==> src/rtl/fetch_bp_pkg.sv <==
// Shared definitions for the fetch stage: opcodes, NOP encoding, the fetch
// FSM state type and immediate/counter helpers reused by decode.
package fetch_bp_pkg;

  localparam logic [7:0]  OPC_JAL    = 8'h6F;
  localparam logic [7:0]  OPC_BRANCH = 8'h63;
  localparam logic [63:0] INSTR_NOP  = 64'h0000_0000_0000_0013;

  typedef enum logic [1:0] {
    ST_ISSUE     = 2'd0,
    ST_WAIT      = 2'd1,
    ST_WAIT_KILL = 2'd2,
    ST_HOLD      = 2'd3
  } fetch_state_e;

  // JAL offset; s is the instruction sign bit used for extension.
  function automatic logic [63:0] imm_j(input logic [63:0] i, input logic s);
    return {{27{s}}, i[40:24], i[40], i[60:50], i[48:42], 1'b0};
  endfunction

  // Conditional branch offset; s is the instruction sign bit.
  function automatic logic [63:0] imm_b(input logic [63:0] i, input logic s);
    return {{42{s}}, i[7], i[60:50], i[24:16], 1'b0};
  endfunction

  // Two-bit saturating counter step.
  function automatic logic [1:0] sat_ctr_step(input logic [1:0] c, input logic taken);
    logic [1:0] r;
    r = c;
    if (taken && c != 2'b11) r = c + 2'b01;
    else if (!taken && c != 2'b00) r = c - 2'b01;
    return r;
  endfunction

endpackage

==> src/rtl/fetch_bht.sv <==
// Branch history table: array of 2-bit saturating counters with one
// combinational lookup port and one registered update port.
module fetch_bht
  import fetch_bp_pkg::*;
#(
  parameter int XLEN        = 64,
  parameter int BHT_ENTRIES = 64
) (
  input  logic            clk,
  input  logic            rst_n,
  input  logic [XLEN-1:0] lookup_pc_in,
  output logic            lookup_taken_out,
  input  logic            upd_valid_in,
  input  logic [XLEN-1:0] upd_pc_in,
  input  logic            upd_taken_in
);

  localparam int IDX_W = $clog2(BHT_ENTRIES);

  logic [1:0]       cnt_q [BHT_ENTRIES];
  logic [1:0]       cnt_d [BHT_ENTRIES];
  logic [IDX_W-1:0] lookup_idx;
  logic [IDX_W-1:0] upd_idx;
  logic             unused_pc_bits;

  assign lookup_idx = lookup_pc_in[IDX_W+1:2];
  assign upd_idx    = upd_pc_in[IDX_W+1:2];
  assign unused_pc_bits = ^{lookup_pc_in[XLEN-1:IDX_W+2], lookup_pc_in[1:0],
                            upd_pc_in[XLEN-1:IDX_W+2], upd_pc_in[1:0]};

  // Lookup reads the registered counter, so a same-cycle update is not visible.
  assign lookup_taken_out = cnt_q[lookup_idx][1];

  // Next counter values: only the indexed entry moves on an update.
  always_comb begin
    cnt_d = cnt_q;
    if (upd_valid_in) cnt_d[upd_idx] = sat_ctr_step(cnt_q[upd_idx], upd_taken_in);
  end

  // Counter storage; reset leaves every entry weakly not-taken.
  always_ff @(posedge clk or negedge rst_n) begin
    if (!rst_n) begin
      for (int k = 0; k < BHT_ENTRIES; k++) cnt_q[k] <= 2'b01;
    end else begin
      cnt_q <= cnt_d;
    end
  end

endmodule

==> src/rtl/fetch_bp.sv <==
// Fetch stage: one outstanding instruction-memory request, BHT/JAL based
// next-PC prediction, one-entry skid for decode back-pressure, and a
// registered instruction/PC/prediction bundle towards decode.
module fetch_bp
  import fetch_bp_pkg::*;
#(
  parameter int              XLEN        = 64,
  parameter int              ILEN        = 64,
  parameter int              BHT_ENTRIES = 64,
  parameter int unsigned     PC_INC      = 4,
  parameter logic [XLEN-1:0] RESET_PC    = '0
) (
  input  logic            clk,
  input  logic            rst_n,
  input  logic            stall_in,
  input  logic            flush_in,
  input  logic            redirect_in,
  input  logic [XLEN-1:0] redirect_pc_in,
  input  logic            bht_update_in,
  input  logic [XLEN-1:0] bht_update_pc_in,
  input  logic            bht_update_taken_in,
  output logic            imem_req_valid_out,
  input  logic            imem_req_ready_in,
  output logic [XLEN-1:0] imem_addr_out,
  input  logic            imem_resp_valid_in,
  input  logic [ILEN-1:0] imem_resp_data_in,
  output logic            instr_valid_out,
  output logic [ILEN-1:0] instr_out,
  output logic [XLEN-1:0] pc_out,
  output logic            branch_predicted_taken_out
);

  localparam logic [ILEN-1:0] NOP_W = ILEN'(INSTR_NOP);

  fetch_state_e    state_q, state_d;
  logic [XLEN-1:0] fetch_pc_q, fetch_pc_d;
  logic [ILEN-1:0] skid_instr_q, skid_instr_d;
  logic [XLEN-1:0] skid_pc_q, skid_pc_d;
  logic            skid_pred_q, skid_pred_d;
  logic            out_valid_q, out_valid_d;
  logic [ILEN-1:0] out_instr_q, out_instr_d;
  logic [XLEN-1:0] out_pc_q, out_pc_d;
  logic            out_pred_q, out_pred_d;

  logic            bht_taken;
  logic [63:0]     resp_w;
  logic [7:0]      opc;
  logic            is_jal, is_br, pred_taken;
  logic [XLEN-1:0] imm_j_x, imm_b_x, next_pc;
  logic            load_new, load_skid;

  fetch_bht #(
    .XLEN        (XLEN),
    .BHT_ENTRIES (BHT_ENTRIES)
  ) u_bht (
    .clk              (clk),
    .rst_n            (rst_n),
    .lookup_pc_in     (fetch_pc_q),
    .lookup_taken_out (bht_taken),
    .upd_valid_in     (bht_update_in),
    .upd_pc_in        (bht_update_pc_in),
    .upd_taken_in     (bht_update_taken_in)
  );

  assign resp_w = 64'(imem_resp_data_in);

  // Predict the successor of the instruction arriving from memory.
  always_comb begin
    opc        = imem_resp_data_in[7:0];
    is_jal     = (opc == OPC_JAL);
    is_br      = (opc == OPC_BRANCH);
    imm_j_x    = XLEN'($signed(imm_j(resp_w, imem_resp_data_in[ILEN-1])));
    imm_b_x    = XLEN'($signed(imm_b(resp_w, imem_resp_data_in[ILEN-1])));
    pred_taken = is_jal | (is_br & bht_taken);
    next_pc    = fetch_pc_q + XLEN'(PC_INC);
    if (is_jal) next_pc = fetch_pc_q + imm_j_x;
    else if (is_br && bht_taken) next_pc = fetch_pc_q + imm_b_x;
  end

  // FSM next state, skid capture and output-bundle next values.
  always_comb begin
    state_d      = state_q;
    fetch_pc_d   = fetch_pc_q;
    skid_instr_d = skid_instr_q;
    skid_pc_d    = skid_pc_q;
    skid_pred_d  = skid_pred_q;
    out_valid_d  = out_valid_q;
    out_instr_d  = out_instr_q;
    out_pc_d     = out_pc_q;
    out_pred_d   = out_pred_q;
    load_new     = 1'b0;
    load_skid    = 1'b0;

    case (state_q)
      ST_ISSUE: begin
        // A request accepted alongside a redirect targets the old PC, so
        // its response must be discarded.
        if (imem_req_ready_in) state_d = redirect_in ? ST_WAIT_KILL : ST_WAIT;
      end
      ST_WAIT: begin
        if (imem_resp_valid_in) begin
          state_d = ST_ISSUE;
          if (!redirect_in) begin
            fetch_pc_d = next_pc;
            if (stall_in) begin
              state_d      = ST_HOLD;
              skid_instr_d = imem_resp_data_in;
              skid_pc_d    = fetch_pc_q;
              skid_pred_d  = pred_taken;
            end else begin
              load_new = 1'b1;
            end
          end
        end else if (redirect_in) begin
          state_d = ST_WAIT_KILL;
        end
      end
      ST_WAIT_KILL: begin
        if (imem_resp_valid_in) state_d = ST_ISSUE;
      end
      ST_HOLD: begin
        if (redirect_in) begin
          state_d = ST_ISSUE;
        end else if (!stall_in) begin
          state_d   = ST_ISSUE;
          load_skid = 1'b1;
        end
      end
      default: state_d = ST_ISSUE;
    endcase

    if (!stall_in) begin
      if (flush_in) begin
        out_valid_d = 1'b0;
        out_instr_d = NOP_W;
        out_pred_d  = 1'b0;
      end else if (load_new) begin
        out_valid_d = 1'b1;
        out_instr_d = imem_resp_data_in;
        out_pc_d    = fetch_pc_q;
        out_pred_d  = pred_taken;
      end else if (load_skid) begin
        out_valid_d = 1'b1;
        out_instr_d = skid_instr_q;
        out_pc_d    = skid_pc_q;
        out_pred_d  = skid_pred_q;
      end else begin
        out_valid_d = 1'b0;
      end
    end

    if (redirect_in) begin
      fetch_pc_d  = redirect_pc_in;
      out_valid_d = 1'b0;
    end
  end

  // State, fetch PC, skid entry and output bundle registers.
  always_ff @(posedge clk or negedge rst_n) begin
    if (!rst_n) begin
      state_q      <= ST_ISSUE;
      fetch_pc_q   <= RESET_PC;
      skid_instr_q <= '0;
      skid_pc_q    <= '0;
      skid_pred_q  <= 1'b0;
      out_valid_q  <= 1'b0;
      out_instr_q  <= NOP_W;
      out_pc_q     <= '0;
      out_pred_q   <= 1'b0;
    end else begin
      state_q      <= state_d;
      fetch_pc_q   <= fetch_pc_d;
      skid_instr_q <= skid_instr_d;
      skid_pc_q    <= skid_pc_d;
      skid_pred_q  <= skid_pred_d;
      out_valid_q  <= out_valid_d;
      out_instr_q  <= out_instr_d;
      out_pc_q     <= out_pc_d;
      out_pred_q   <= out_pred_d;
    end
  end

  // Request outputs are forced low while reset is asserted.
  assign imem_req_valid_out         = rst_n & (state_q == ST_ISSUE);
  assign imem_addr_out              = rst_n ? fetch_pc_q : '0;
  assign instr_valid_out            = out_valid_q;
  assign instr_out                  = out_instr_q;
  assign pc_out                     = out_pc_q;
  assign branch_predicted_taken_out = out_pred_q;

endmodule

==> config.mk <==
export PLATFORM = sky130hd
export DESIGN_NAME = fetch_bp
export DESIGN_NICKNAME = d
export VERILOG_FILES = /design/src/rtl/fetch_bp_pkg.sv /design/src/rtl/fetch_bht.sv /design/src/rtl/fetch_bp.sv
export SDC_FILE = /design/constraint.sdc
export NUM_CORES = 1
export LEC_CHECK = 0
export CAP_MARGIN = 20
export CORE_UTILIZATION = 42
export DETAILED_ROUTE_END_ITERATION = 10
export GPL_TIMING_DRIVEN = 0
export PLACE_DENSITY_LB_ADDON = 0.12
export RECOVER_POWER = 25
export SLEW_MARGIN = 10
export SYNTH_ARGS = -nofsm -noshare
export SYNTH_HDL_FRONTEND = slang
export SYNTH_SLANG_ARGS = --single-unit
==> constraint.sdc <==
create_clock -name clk -period 5.9 [get_ports clk]
set_input_delay 1.77 -clock clk [delete_from_list [all_inputs] [get_ports clk]]
set_output_delay 1.77 -clock clk [all_outputs]
set_load 0.02 [all_outputs]
* Yosys cells after proc, flatten, opt, wreduce, memory -nomap -nowiden
Index checks and enable logic that the tools add are counted.
Word-level totals: output and inout port bits 195, bits in registers 453, word-level logic and storage cells 162, input bits 201
Cells by class: equal/unequal tests 11, $add $sub $neg 5, reduce and logical (&&, ||, !) cells 16, muxes and demuxes 46, bitwise operators 8, magnitude comparators 3
Operator list (count):
- 2-to-1 mux 64 bit | 11
- adder 64 bit | 2
- bitwise mux 128 bit | 1
- adder 64 x 3 -> 64 bit (second input constant) | 1
- 2-to-1 mux 2 bit | 17
- binary-select mux 2 bit (select 6 bit) | 2
- == test 8 x 7 -> 1 bit (second input constant) | 2
- >= comparator 7 bit (second input constant) | 2
- NOT 6 -> 7 bit | 2
- 2-to-1 mux 1 bit | 13
- demux 2 bit (select 6 bit) | 1
- one-hot mux 2 bit (4 select lines) | 1
- AND reduction 4 bit | 2
- nonzero test 2 bit | 4
- less-than comparator 7 x 1 -> 1 bit (second input constant) | 1
- inequality test 2 bit (second input constant) | 3
- inequality test 3 bit (second input constant) | 2
- == test 2 bit (second input constant) | 2
- logical AND 1 bit | 4
- AND reduction 2 bit | 2
- NOT 1 bit | 3
- AND reduction 3 bit | 1
- nonzero test 3 bit | 1
- adder 2 x 1 -> 2 bit (second input constant) | 1
- other kinds (7) | 8

* Longest topological paths before layout
Gate-level depths: netlist (run 1).
depth in word-level cells 10, depth in mapped cells 15, gate-level depth less buffers 13

* Modules after synthesis
Synthesis (run 1) repeated with hierarchy kept, for this count alone.
Second synthesis, totals: cell total of the unflattened synthesis 3442, area, all modules 30683.2 µm²
By module, submodules not included:
- fetch_bp | sequential area each 8136.6 µm², cells an instance 2632, instances 1, area each 23123.4 µm²
- fetch_bht | sequential area each 3283.1 µm², cells an instance 810, instances 1, area each 7559.8 µm²

* Least setup slack after synthesis (run 1)
Ideal clock, no wire load.
kind input-to-reg, start in imem_resp_data_in[42], end reg fetch_pc_q[51], setup time 78 ps, arrival time 4624 ps, cell stages on the path 13, buffers on the path 0, data required time 5822 ps, path slack 1198 ps, cell sequence ha_1 > inv_1 > fa_1 > nand2b_1 > a21oi_1 > o211ai_1 > o31a_1 > o31ai_4 > a21oi_2 > o311a_1 > a2111oi_0 > a2111oi_0 > a21oi_1
On the way: cells in the longest elaborated chain, start to end 5
RTL lines:
- start, declared | line fetch_bp.sv:26 | input logic [ILEN-1:0] imem_resp_data_in,
- adder 64 bit | line fetch_bp.sv:76 | if (is_jal) next_pc = fetch_pc_q + imm_j_x;
- 2-to-1 mux 64 bit | line fetch_bp.sv:76
- 2-to-1 mux 64 bit | line fetch_bp.sv:101 | if (imem_resp_valid_in) begin
- 2-to-1 mux 64 bit | line fetch_bp.sv:94 | case (state_q)
- 2-to-1 mux 64 bit | line fetch_bp.sv:152 | if (redirect_in) begin
- end signal, assigned | line fetch_bp.sv:172 | fetch_pc_q <= fetch_pc_d;
- end, declared | line fetch_bp.sv:36 | logic [XLEN-1:0] fetch_pc_q, fetch_pc_d;
Every way passes these cells. The select of a mux whose other input is x is not followed. A chain may end at the register's enable or synchronous reset.

* Final worst setup path (run 1)
Ends and elaborated chain as after synthesis.

==> metrics.md, run 1 <==
| Metric | Value |
|---|---|
| Worst-Margin Slew | ~2.5 ns |
| Crit. End Element | flip-flop |
| DR pass1 iterations | 7 |
| Sequential share of the synthesized area | 38.5% |
| Peak Freq | 171 MHz |
| Tcrit/Tclk final | 98.8% |
| # IOs | 396 |
| Fin. max-slew vios | 172 |
| Most used cell, CP | a21oi_1 |
| Htree depth | 2 |
| Clock sinks | 453 |
| Core Box Area | 69,900 um2 |
| Die ar. | 71,600 um2 |
| Drc violations | 0 |
| Post-synth top cells | dfrtp_1, nand2_1, o21ai_0, mux2_2, a21oi_1 |
| Hold crit path type | flip-flop to flip-flop |
| Data required, critical path | approximately 6.5 ns |
| PwrDens | 327 nW/um2 |
| Final WL | 133 mm |
| Post-synthesis cell count | approximately 3,200 |
| Clock power share | between 20% and 30% |
| Post-DRT Antenna Nets | 0 |
| Dpl hpwl | 102 mm |
| CTS buffer count | 51 |
| IO buf count | 333 |
| Count leader, synth | dfrtp_1 |
| Failing checks | max-capacitance violations, max-slew violations |
| CP max-delay cell | clkdlybuf4s50_1 |
| Die X | approximately 270 um |
| Sw power | between 4 and 5 mW |
| # setup viols final | 0 |
| Placement Cell Area | between 30,000 and 40,000 um2 |
| Slew headroom | -69.1% |
| Initial Utilization | 42.4% |
| Post-synthesis area per instance | roughly 9.3 um2 |
| VDD IR-drop max | 0.244 mV |
| Final Non-Filler Cells | 4,586 |
| # placed instances | 4,479 |
| Switching part of the total power | 36.8% |
| # hold bufs at CTS | 0 |
| Netlist cell types | 82 |
| Layout cell share with drive strength beyond 1 | 14.3% |
| Setup CP Type | input port to flip-flop |
| Largest area contributor in the netlist | dfrtp_1 |
| Final net count | 3,905 |
| Share of the synthesized area in the top cell type | 32.6% |
| Number of vias in the routed layout | about 28,000 |
| Skew final | 0.0282 ns |
| Gpl congestion | ~1 |
| Fin crit period | 5.83 ns |
| Total GRT Usage | 36.7% |
| Critical-path cell list | clkdlybuf4s50_1 -> ha_1 -> inv_1 -> fa_1 -> nand2b_1 -> a21oi_1 -> o211ai_1 -> o31a_1 -> o31ai_4 -> a21oi_2 -> o311a_1 -> a2111oi_1 -> a2111oi_0 -> a21oi_1 |
| Final Hold Vio Count | 0 |
| GR Overflow Total | 0 |
| Routed WL per cell | approximately 29 um |
| Setup TNS | 0 ns |
| Final instance area | around 36,000 um2 |
| Startpoint class of the critical path | input port |
| First-pass GRT wire length | 191 mm |
| Crit Path Max Fanout | 9 |
| Number of global-route vias before repair | between 20,000 and 30,000 |
| Synthesis-to-finish area growth | 22.0% |
| Worst skew pair latency | 0.63 ns |
| Clk buf depth | 3 |
| Synth warn | 0 |
| Synth Net Count | between 3,000 and 4,000 |
| First-iteration detailed-routing DRC count | roughly 3,000 |
| Pin count of the biggest net entering global routing | 107 |
| Logic pwr share | 35.2% |
| Worst EP arrival | 6.39 ns |
| Row cnt | 97 |
| Die height | approximately 270 um |
| RSZ-0062 raised after global routing | no |
| Post-Syn Area | 29,600 um2 |
| Root Driver | clkbuf_16 |
| Max_cap viols | 3 |
| Synthesized flop and latch total | 453 |
| EDFF count, synth | 0 |
| Initial antenna violation count | 6 |
| Vias per std cell | around 6.2 |
| Max incr delay on CP | 0.62 ns |
| Synth top area cells | dfrtp_1, mux2_2, dfstp_2 |
| Run status | finished with violations |
| Top_reg_cell synth | dfrtp_1 |
| Clk slew on worst S/H paths | 0.07 ns |
| Pleak | 14.6 nW |
| Asr flop ratio synth | 100% |
| CTS tree | yes |
| Cell Int Power | 7.48 mW |
| Seq pwr share | 37.8% |
[final timing paths]
path                                       start               to  slack [ns]  depth (start not counted)
max                        imem_resp_data_in[42]   fetch_pc_q[51]        0.07                         14
min                                 instr_out[0]     instr_out[0]        0.47                          2
max reg2reg                        fetch_pc_q[2]   fetch_pc_q[51]        0.31                         15
min reg2reg                         instr_out[0]     instr_out[0]        0.47                          2
max in group asynchronous                  rst_n       pc_out[46]        2.17                          2
min in group asynchronous                  rst_n  skid_instr_q[0]        1.01                          1
[state kept, by name (all words and copies together), names as in the netlist]
| register | cells |
|---|---|
| skid_pc_q | 64 |
| pc_out | 64 |
| u_bht.cnt_q | 128 |
| skid_instr_q | 64 |
| instr_out | 64 |
| skid_pred_q | 1 |
| fetch_pc_q | 64 |
| state_q | 2 |
| branch_predicted_taken_out | 1 |
| instr_valid_out | 1 |
[per-stage QoR]
stage	worst slack (ns)	utilization, %	power, mW	hold slack, ns
3_3_place_gp	-16.99	48.8	8.50	0.453
3_5_place_dp	-1.15	49.2	8.59	0.459
6_report	0.0691	51.7	11.8	0.466
2_1_floorplan	1.20	-	6.76	0.474
4_1_cts	0.0374	51.7	11.8	0.468
5_1_grt	0.00489	51.7	12.4	0.479
[worst max-delay path, delay by kind of cell]
family                     cells  cell delay (ns)
and+or+nand+nor                1             0.24
buffers and inverters          2             0.69
adders and majority gates      2             0.63
AOI/OAI and AO/OA              9             3.04
[power groups by stage]
stage          Combinational [mW]  Sequential, mW  Clock (mW)
2_1_floorplan                2.14            4.62           0
3_3_place_gp                 4.01            4.49           0
3_5_place_dp                 4.09            4.51           0
4_1_cts                      4.12            4.46        3.24
5_1_grt                      4.45            4.56        3.35
6_report                     4.16            4.47        3.19
[kinds of logic (layout without fill, tap and decap cells)]
| group | count (synthesis) | after routing | share of synthesized area (%) |
|---|---|---|---|
| XOR/XNOR | 132 | 132 | 3.90 |
| AO/OA/AOI/OAI | 841 | 841 | 17.8 |
| AND/OR/NAND/NOR | 968 | 968 | 15.4 |
| other | 0 | 6 | 0 |
| adder cells (fa/ha/maj) | 103 | 103 | 4.40 |
| buffers and inverters | 276 | 722 | 3.80 |
| multiplexers | 421 | 421 | 16.1 |
| flip-flops | 453 | 453 | 38.5 |
[cells in the final DEF (no fill, tap or decap), types with 54 or more instances in the layout]
cell	count
nor2_1	203
a21oi_1	206
nand2_1	383
mux2i_1	141
clkdlybuf4s50_1	331
dfstp_2	67
dfrtp_1	386
xnor2_1	66
xor2_1	66
mux2_2	262
clkbuf_16	54
ha_1	101
clkbuf_1	183
and2_1	78
o21ai_0	263
[metal layers]
metal / vias up / GRT usage (%) / wire length (um)
met1: 14200 / 49.0 / 56000
met2: 1386 / 58.4 / 60300
met5: - / 0 / 0
li1: 12500 / - / -
met4: 0 / 15.9 / 6370
met3: 319 / 6.14 / 10400
[timing repair]
| item | in CTS | in global routing |
|---|---|---|
| endpoints found under the hold margin | 0 | 0 |
| gates cloned | 3 | 1 |
| setup endpoints to repair | 65 | 25 |
| pin swaps | 0 | 1 |
| buffers inserted | 0 | 1 |
| resized for setup | 7 | 5 |
[layout make-up]
cell class,count,area (um2)
timing repair buffer,354,3650
tap,940,1180
multi-input combinational,2465,17100
fill,6577,33700
sequential,453,11400
antenna,6,15.0
clock inverter,18,151
inverter,48,180
buffer,228,971
clock buffer,74,1500
Power figures use the tool's default switching activity.
==> inputs of run 2 (changes only) <==
- CORE_ASPECT_RATIO: not set -> 1.4
==> run 2 against run 1 <==
The flow still finishes with violations (max-capacitance violations, max-slew violations). Critical endpoint is now imem_addr_out[31]. Via count fell by 0.99%. Power rose by 0.52%. Setup slack improved by 0.094 ns. Largest power group unchanged. Clock skew rose by 0.015 ns.
==> metrics.md, run 2 (synthesis results as in run 1) <==
| Metric | Value |
|---|---|
| Pwr Total | 11.9 mW (+0.52%) |
| Initial Utilization | 42.7% (+0.27 points) |
| DR pass1 iterations | 6 (-1) |
| Switching part of the total power | 36.6% (-0.17 points) |
| Post CTS Setup Buffer Count | 0 (unchanged) |
| Htree depth | 2 (unchanged) |
| Worst skew pair latency | 0.63 ns (about the same) |
| Slew headroom | -75.0% (-5.9 points) |
| Worst-Margin Slew | 2.62 ns (+0.0889 ns) |
| Max incr delay on CP | 0.63 ns (about the same) |
| Clk slew on worst S/H paths | 0.06 ns (about the same) |
| Critical-path cell list | buf_8 -> buf_16 -> buf_16 -> clkbuf_2 -> and2_1 -> clkdlybuf4s50_1 |
| Setup CP Type | input port to primary output |
| Sw power | 4.35 mW (about the same) |
| Final WL | 136 mm (+2.0%) |
| Final net count | 3,902 (-0.077%) |
| RSZ-0062 raised after global routing | no |
| Final Hold Vio Count | 0 (unchanged) |
| Worst EP arrival | 3.97 ns (-2.42 ns) |
| Pleak | 14.6 nW (about the same) |
| PwrDens | 329 nW/um2 (+0.53%) |
| Crit. End Element | primary output |
| CP max-delay cell | clkdlybuf4s50_1 |
| Row cnt | 114 (+18%) |
| Seq pwr share | 37.7% (about the same) |
| Fin. max-slew vios | 123 (-28%) |
| CTS tree | yes |
| Pin count of the biggest net entering global routing | 70 (-35%) |
| Most common cell after layout, fill and taps aside | dfrtp_1 |
| First-pass GRT wire length | 193 mm (+1.1%) |
| Cell Int Power | 7.54 mW (+0.79%) |
| Run status | finished with violations |
| Max_cap viols | 3 (unchanged) |
| Top reg by flops | u_bht.cnt_q |
| Clock sinks | 453 (unchanged) |
| Most used cell, CP | buf_16 |
| Fin crit period | 5.74 ns (-0.0940 ns) |
| Clk buf depth | 3 (unchanged) |
| Core Box Area | 69,500 um2 (-0.63%) |
| Number of vias in the routed layout | 28,100 (-0.99%) |
| Synthesis-to-finish area growth | 22.0% (about the same) |
| Final instance area | 36,200 um2 (about the same) |
| Gpl congestion | 1.05 (+6.1%) |
| Crit path max-delay family | buffers and inverters |
| Max reg flops | 128 (unchanged) |
| Crit Path Max Fanout | 40 (+31) |
| Placement Cell Area | 34,400 um2 (about the same) |
| Data required, critical path | 4.13 ns (-2.33 ns) |
| GR Overflow Total | 0 (unchanged) |
| IO buf count | 333 (unchanged) |
| Die X | 226 um (-15%) |
| Dpl hpwl | 104 mm (+1.9%) |
| # setup viols final | 0 (unchanged) |
| Number of global-route vias before repair | 27,700 (-0.39%) |
| Skew final | 0.0435 ns (+0.0153 ns) |
| Vias per std cell | 6.15 (-0.75%) |
| VDD IR-drop max | 0.241 mV (-1.3%) |
| Peak Freq | 174 MHz (+1.6%) |
| Post-DRT Antenna Nets | 0 (unchanged) |
| Buf/Inv on CP | 5 (+3) |
| First-iteration detailed-routing DRC count | 2,586 (-15%) |
| Clock power share | 27.3% (+0.3 points) |
| Routed WL per cell | 29.7 um (+2.3%) |
| # IOs | 396 (unchanged) |
| Total GRT Usage | 37.7% (+1.0 points) |
| Die height | 316 um (+18%) |
| Hold crit path type | flip-flop to flip-flop |
| Failing checks | max-capacitance violations, max-slew violations |
| Initial antenna violation count | 6 (unchanged) |
| Final cell utilization of the core | 52.0% (+0.32 points) |
| Logic pwr share | 35.0% (-0.2 points) |
| Root Driver | clkbuf_16 |
| Reg2reg setup slack | 0.93 ns (+0.62 ns) |
| CTS buffer count | 49 (-3.9%) |
| Startpoint class of the critical path | input port |
| Die ar. | 71,600 um2 (about the same) |
| Tcrit/Tclk final | 97.2% (-1.6 points) |
| Leading cell types in the layout, fill and taps excluded | dfrtp_1, nand2_1, clkdlybuf4s50_1 |
| Layout cell share with drive strength beyond 1 | 14.1% (-0.18 points) |
| Drc violations | 0 (unchanged) |
[run 2: changes by cell type in the layout (fill, tap and decap cells not counted), sizes merged]
cell / change
inv: -1
diode: +3
clkbuf: -3
bufinv: +4
bufbuf: +1
clkinv: -3
[run 2: final cells by class]
class                      instances  area, um2
clock inverter                    18        268
fill                            6655      33300
clock buffer                      73       1400
timing repair buffer             355       3680
inverter                          48        180
tap                              928       1160
sequential                       453      11400
multi-input combinational       2465      17100
antenna                            9       22.5
buffer                           226        943
[run 2: worst paths after layout]
kind | start | endpoint | depth (start not counted)
max in group asynchronous | rst_n | fetch_pc_q[43] | 3
hold / removal | instr_out[4] | instr_out[4] | 2
min in group asynchronous | rst_n | pc_out[43] | 1
setup reg to reg | fetch_pc_q[2] | fetch_pc_q[61] | 14
hold reg to reg | instr_out[4] | instr_out[4] | 2
setup / recovery | rst_n | imem_addr_out[31] | 6
[run 2: worst register-to-register path, delay by kind of cell, from the launching register on]
family,cells,cell delay (ns)
flip-flops,1,0.43
AND/OR/NAND/NOR,2,0.46
adder cells (fa/ha/maj),1,0.43
buffers and inverters,3,0.76
AO/OA/AOI/OAI,8,2.77
[run 2: per-layer routing]
metal  wire (um)  global-route usage [%]  part of all wire [%]  up-vias
li1            -                       -                     -    12400
met1       48200                    41.9                    36    13800
met2       64700                    62.9                    48     1339
met3        9860                    6.89                   7.3      513
met4       13000                    31.1                   9.6        0
met5           0                       0                     0        -
[run 2: repair_timing]
action                     CTS  global route
setup endpoints to repair   65            17
cloned                       5             0
resized for setup            1             4
hold buffers                 0             0
[run 2: power by group through the flow]
stage | Combinational (mW) | Clock [mW] | Sequential, mW
CTS | 4.13 | 3.30 | 4.47
detailed placement | 4.09 | 0 | 4.52
global placement | 4.05 | 0 | 4.51
floorplan | 2.14 | 0 | 4.62
finish | 4.16 | 3.25 | 4.48
global route | 4.42 | 3.41 | 4.56
[run 2: metrics by stage]
| step | setup TNS (ns) | instances | worst slack, ns | hold WS, ns |
|---|---|---|---|---|
| 4_1_cts | 0 | 4564 | 0.0225 | 0.467 |
| 2_1_floorplan | 0 | 3194 | 1.20 | 0.474 |
| 6_report | 0 | 4575 | 0.163 | 0.464 |
| 3_5_place_dp | -45.79 | 4470 | -0.755 | 0.458 |
| 3_3_place_gp | -8937.56 | 4455 | -18.32 | 0.454 |
| 5_1_grt | 0 | 4569 | 0.00672 | 0.496 |
